[config.mk]
export PLATFORM = sky130hd
export DESIGN_NAME = pipe_hazard_ctrl
export DESIGN_NICKNAME = d
export VERILOG_FILES = /design/src/rtl/pipe_hazard_ctrl.sv
export SDC_FILE = /design/constraint.sdc
export NUM_CORES = 1
export LEC_CHECK = 0
export BUFFER_PORTS_ARGS = -buffer_cell sky130_fd_sc_hd__buf_2
export CORE_AREA = 5 5 98 100
export DETAILED_ROUTE_END_ITERATION = 8
export DIE_AREA = 0 0 103 105
export PLACE_DENSITY = 0.82
export SYNTH_ARGS = -nofsm -noshare
export SYNTH_HDL_FRONTEND = slang
export SYNTH_SLANG_ARGS = --single-unit
[constraint.sdc]
create_clock -name clk -period 2.7 [get_ports clk]
set_input_delay 0 -clock clk [delete_from_list [all_inputs] [get_ports clk]]
set_output_delay 0 -clock clk [all_outputs]
set_load 0.05 [all_outputs]
[src/rtl/pipe_hazard_ctrl.sv]
// Pipeline control for the 5-stage MIPS core: load-use stalls, branch
// squash, precise exception sequencing and ERET return.
module pipe_hazard_ctrl #(
  parameter logic [31:0] HANDLER_PC = 32'h0000_0080,
  parameter int          CNT_W      = 16
) (
  input  logic             clk,
  input  logic             reset,
  input  logic [4:0]       ID_Rs,
  input  logic [4:0]       ID_Rt,
  input  logic             IDEX_MemRead,
  input  logic [4:0]       IDEX_Rt,
  input  logic             Branch_Taken,
  input  logic             Illegal_op_excep,
  input  logic             Overflow_excep,
  input  logic [31:0]      ID_PCPlus4,
  input  logic [31:0]      EX_PCPlus4,
  input  logic             Eret,
  output logic             PC_Write,
  output logic             IF_ID_Write,
  output logic             IF_ID_Flush,
  output logic             ID_EX_Flush_excep,
  output logic             EX_MEM_Flush,
  output logic [1:0]       PC_Sel,
  output logic [31:0]      EPC,
  output logic [1:0]       Cause,
  output logic             Excep_Active,
  output logic [CNT_W-1:0] Stall_Cnt,
  output logic [CNT_W-1:0] Flush_Cnt
);

  typedef enum logic [1:0] {
    RUN     = 2'd0,
    VECTOR  = 2'd1,
    HANDLER = 2'd2
  } state_t;

  localparam logic [CNT_W-1:0] CNT_MAX = '1;

  state_t           state_q, state_d;
  logic [31:0]      epc_q, epc_d;
  logic [1:0]       cause_q, cause_d;
  logic [CNT_W-1:0] stall_cnt_q, stall_cnt_d;
  logic [CNT_W-1:0] flush_cnt_q, flush_cnt_d;
  logic             load_use;
  logic             stall_ev;

  assign load_use = IDEX_MemRead && (IDEX_Rt != 5'd0) &&
                    ((IDEX_Rt == ID_Rs) || (IDEX_Rt == ID_Rt));

  // Next-state, exception capture and combinational pipeline controls.
  always_comb begin
    state_d           = state_q;
    epc_d             = epc_q;
    cause_d           = cause_q;
    stall_ev          = 1'b0;
    PC_Write          = 1'b1;
    IF_ID_Write       = 1'b1;
    IF_ID_Flush       = 1'b0;
    ID_EX_Flush_excep = 1'b0;
    EX_MEM_Flush      = 1'b0;
    PC_Sel            = 2'b00;
    unique case (state_q)
      RUN: begin
        if (Overflow_excep) begin
          PC_Write          = 1'b0;
          IF_ID_Flush       = 1'b1;
          ID_EX_Flush_excep = 1'b1;
          EX_MEM_Flush      = 1'b1;
          epc_d             = EX_PCPlus4 - 32'd4;
          cause_d           = 2'b10;
          state_d           = VECTOR;
        end else if (Illegal_op_excep) begin
          PC_Write          = 1'b0;
          IF_ID_Flush       = 1'b1;
          ID_EX_Flush_excep = 1'b1;
          epc_d             = ID_PCPlus4 - 32'd4;
          cause_d           = 2'b01;
          state_d           = VECTOR;
        end else if (load_use) begin
          stall_ev          = 1'b1;
          PC_Write          = 1'b0;
          IF_ID_Write       = 1'b0;
          ID_EX_Flush_excep = 1'b1;
        end else if (Branch_Taken) begin
          PC_Sel      = 2'b01;
          IF_ID_Flush = 1'b1;
        end
      end
      VECTOR: begin
        PC_Sel            = 2'b10;
        IF_ID_Flush       = 1'b1;
        ID_EX_Flush_excep = 1'b1;
        state_d           = HANDLER;
      end
      HANDLER: begin
        // Exception inputs are masked while the handler runs.
        if (load_use) begin
          stall_ev          = 1'b1;
          PC_Write          = 1'b0;
          IF_ID_Write       = 1'b0;
          ID_EX_Flush_excep = 1'b1;
        end else if (Eret) begin
          PC_Sel      = 2'b11;
          IF_ID_Flush = 1'b1;
          state_d     = RUN;
        end else if (Branch_Taken) begin
          PC_Sel      = 2'b01;
          IF_ID_Flush = 1'b1;
        end
      end
      default: state_d = RUN;
    endcase
    if (reset) begin
      stall_ev          = 1'b0;
      PC_Write          = 1'b0;
      IF_ID_Write       = 1'b0;
      IF_ID_Flush       = 1'b1;
      ID_EX_Flush_excep = 1'b1;
      EX_MEM_Flush      = 1'b1;
      PC_Sel            = 2'b00;
    end
  end

  // Saturating event counters; reset-cycle flushes are not counted.
  always_comb begin
    stall_cnt_d = stall_cnt_q;
    flush_cnt_d = flush_cnt_q;
    if (stall_ev && stall_cnt_q != CNT_MAX)
      stall_cnt_d = stall_cnt_q + 1'b1;
    if (!reset && IF_ID_Flush && flush_cnt_q != CNT_MAX)
      flush_cnt_d = flush_cnt_q + 1'b1;
  end

  // State, EPC/Cause and counter registers.
  always_ff @(posedge clk) begin
    if (reset) begin
      state_q     <= RUN;
      epc_q       <= '0;
      cause_q     <= '0;
      stall_cnt_q <= '0;
      flush_cnt_q <= '0;
    end else begin
      state_q     <= state_d;
      epc_q       <= epc_d;
      cause_q     <= cause_d;
      stall_cnt_q <= stall_cnt_d;
      flush_cnt_q <= flush_cnt_d;
    end
  end

  assign EPC          = epc_q;
  assign Cause        = cause_q;
  assign Stall_Cnt    = stall_cnt_q;
  assign Flush_Cnt    = flush_cnt_q;
  assign Excep_Active = (state_q == VECTOR) || (state_q == HANDLER);

endmodule

==> metrics <==
CP arrival 2.79 ns; DIE HEIGHT 105 um; worst reg2reg path depth 8; CTS tree done; TritonRoute pass-1 iters 4; Max Fclk 395.1 MHz; CP max FO 24; FF-to-FF setup slack 0.17 ns; IO Port Bufs 159; initial antenna violation count 0; Worst R2R End Flush_Cnt[13]$_SDFFE_PP0P_; GRT Residual Overflow 0; max_cap viols 0; Leak Pwr 2.410 nW; Layout area overhead 28.32%; Min-Delay Path Depth 3; cells along the critical path inv_1 > ha_1 > o21ai_0 > a21boi_0 > a221oi_1 > o21ai_2 > or3_1 > a21oi_1; Synth Net Count 615; CP startpoint kind register; worst slew pin tran 0.9479 ns; ys async rst share 0%; RePlAce Congestion 0.8704; DR iter-0 viols 129; fin crit share 93.74%; # DRC 0; min Tclk post-route 2.531 ns; maximum vdd drop 0.3461 mV; cts hold-fix bufs 3; critical path's top delay family compound AO/OA/AOI/OAI gates; Most used DFF post-synth dfxtp_1; final slew viol count 0; setup TNS 0 ns; slowest stage delay, CP 0.45 ns; Worst EP required 2.96 ns; Cells after Synth 521; Detailed Place HPWL 9232 um; Routed wire per std cell 14.87 um; synthesized area per cell 8.108 sq um; I/O pin count 160; RR Startpoint state_q[0]$_SDFFE_PP0P_; TritonCTS Buffers 9; Tot Pwr 3.223 mW; clk_lat worst skew 0.33 ns; sequential area share after synthesis 32.23%; vias per inst 5.477; Die ar. 0.01082 sq mm; Slew headroom 36.80%; H-tree depth 3; global-route wire length before repair 19,070 um; outcome finished clean; synthesized flop and latch total 68; n_diodes 0; Max clock buf depth 2; final number of hold-violating endpoints 0; Core Area 0.008593 sq mm; Resize count post-CTS 0; die width 103 um; vias in the first global route 4,145; count of clock tree sinks 68; GRT Resource Usage Total 21.30%; Min-Delay Path Class input port to register; EDFF count, synth 0; Detailed Route WL 11,780 um; mapped cell area 0.004224 sq mm; Net count, final 773; largest net degree at the start of global routing 39; Pwr Density 594.7 mW/mm^2; Hold Crit Endpoint EPC[0]$_SDFFE_PP0P_; Cell variety after synth 65; layout cell share with drive strength beyond 1 30.85%; num rows 34; slowest cell on the critical path or3_1; Root Driver clkbuf_8; initial core utilization 49.16%; Setup CP Type register to register; unrepaired setup endpoints after global routing false; via count 4,338; final setup fails 0; Clock Skew 0.007938 ns; Syn. warnings 0; CP Depth 8; Post-CTS Setup Bufs 0; CP Buf/Inv Count 1; post-route ant nets 0; Hold Startpoint ID_PCPlus4[0]; CTS clk-pin slew, worst paths 0.08 ns; Worst setup EP type register
==> through the flow <==
stage                     std cells  hold slack [ns]  utilization (%)  cell area, sq um  setup WS (ns)
after floorplan                 521           0.1447                -              4230         0.3100
after global placement          773           0.3002            59.65              5126         0.3951
after detailed placement        773           0.3367            59.65              5126         0.2529
after CTS                       792         0.003860            63.08              5420         0.2139
after global routing            792          0.01216            63.08              5420       0.006856
final                           792         0.008875            63.08              5420         0.1689
==> cells in the mapped netlist, drive strengths merged, types with 10 or more instances <==
cell,n,area [sq um]
a21oi,45,225.2
and3,10,62.56
buf,12,70.07
clkbuf,12,45.04
dfxtp,68,1361
mux2i,28,280.3
nand2,66,250.2
nand3,25,125.1
nor2,57,216.5
nor3,22,141.4
o21ai,23,130.1
or3,13,81.33
xnor2,17,148.9
xor2,33,289.0
==> final cells by class <==
class	count	area, sq um
sequential	68	1361
multi-input combinational	423	2731
timing repair buffer	171	905.9
inverter	6	22.52
clock inverter	6	136.4
tap	108	135.1
fill	763	3173
clock buffer	10	127.6
==> flip-flops by register name (all words and copies together) (netlist names) <==
signal     count
Stall_Cnt     16
state_q        2
Flush_Cnt     16
EPC           32
Cause          2
==> worst register-to-register path, cell delays in order, from the launching register on <==
cell      delay (ns)
dfxtp_1         0.38
inv_1           0.11
ha_1            0.27
o21ai_0         0.18
a21boi_0        0.18
a221oi_1        0.37
o21ai_2         0.35
or3_1           0.45
a21oi_1         0.15
==> cells by family (layout without fill, tap and decap cells) <==
logic type | count (synthesis) | in the layout | synth area share, %
and+or+nand+nor | 230 | 230 | 28.70
AOI/OAI and AO/OA | 102 | 102 | 15.11
DFF | 68 | 68 | 32.23
xor gates and xnor gates | 50 | 50 | 10.37
muxes | 33 | 33 | 7.968
buffers and inverters | 30 | 193 | 3.258
adders and majority gates | 8 | 8 | 2.370
==> how the worst max path moves through the flow <==
stage,startpoint,end
floorplan,Overflow_excep,EPC[22]$_SDFFE_PP0P_
global placement,Overflow_excep,EPC[25]$_SDFFE_PP0P_
detailed placement,state_q[0]$_SDFFE_PP0P_,Flush_Cnt[9]$_SDFFE_PP0P_
CTS,state_q[0]$_SDFFE_PP0P_,Flush_Cnt[13]$_SDFFE_PP0P_
global route,state_q[0]$_SDFFE_PP0P_,Flush_Cnt[13]$_SDFFE_PP0P_
finish,state_q[0]$_SDFFE_PP0P_,Flush_Cnt[13]$_SDFFE_PP0P_
==> power breakdown <==
part | internal, mW | switching, mW | leakage (nW) | total [mW]
Clock | 0.709 | 0.403 | 0.127 | 1.11
Sequential | 1.08 | 0.0555 | 0.556 | 1.14
Combinational | 0.288 | 0.688 | 1.73 | 0.975
==> metal layers <==
| layer | up-vias | track usage (%) | wire length [um] |
|---|---|---|---|
| met1 | 1985 | 26.38 | 4954 |
| met5 | - | 0 | 0 |
| met3 | 15 | 4.730 | 1091 |
| li1 | 2162 | - | - |
| met2 | 176 | 36.34 | 5598 |
| met4 | 0 | 6.475 | 135 |
==> placed cells by master (no fill, tap or decap), drive strengths merged, types with 13 or more instances in the layout <==
cell type | Yosys | routed
o21ai | 23 | 23
dfxtp | 68 | 68
buf | 12 | 168
xnor2 | 17 | 17
xor2 | 33 | 33
a21oi | 45 | 45
nor3 | 22 | 22
nor2 | 57 | 57
mux2i | 28 | 28
or3 | 13 | 13
nand3 | 25 | 25
nand2 | 66 | 66
No activity file was read; power rests on OpenSTA's default activity.
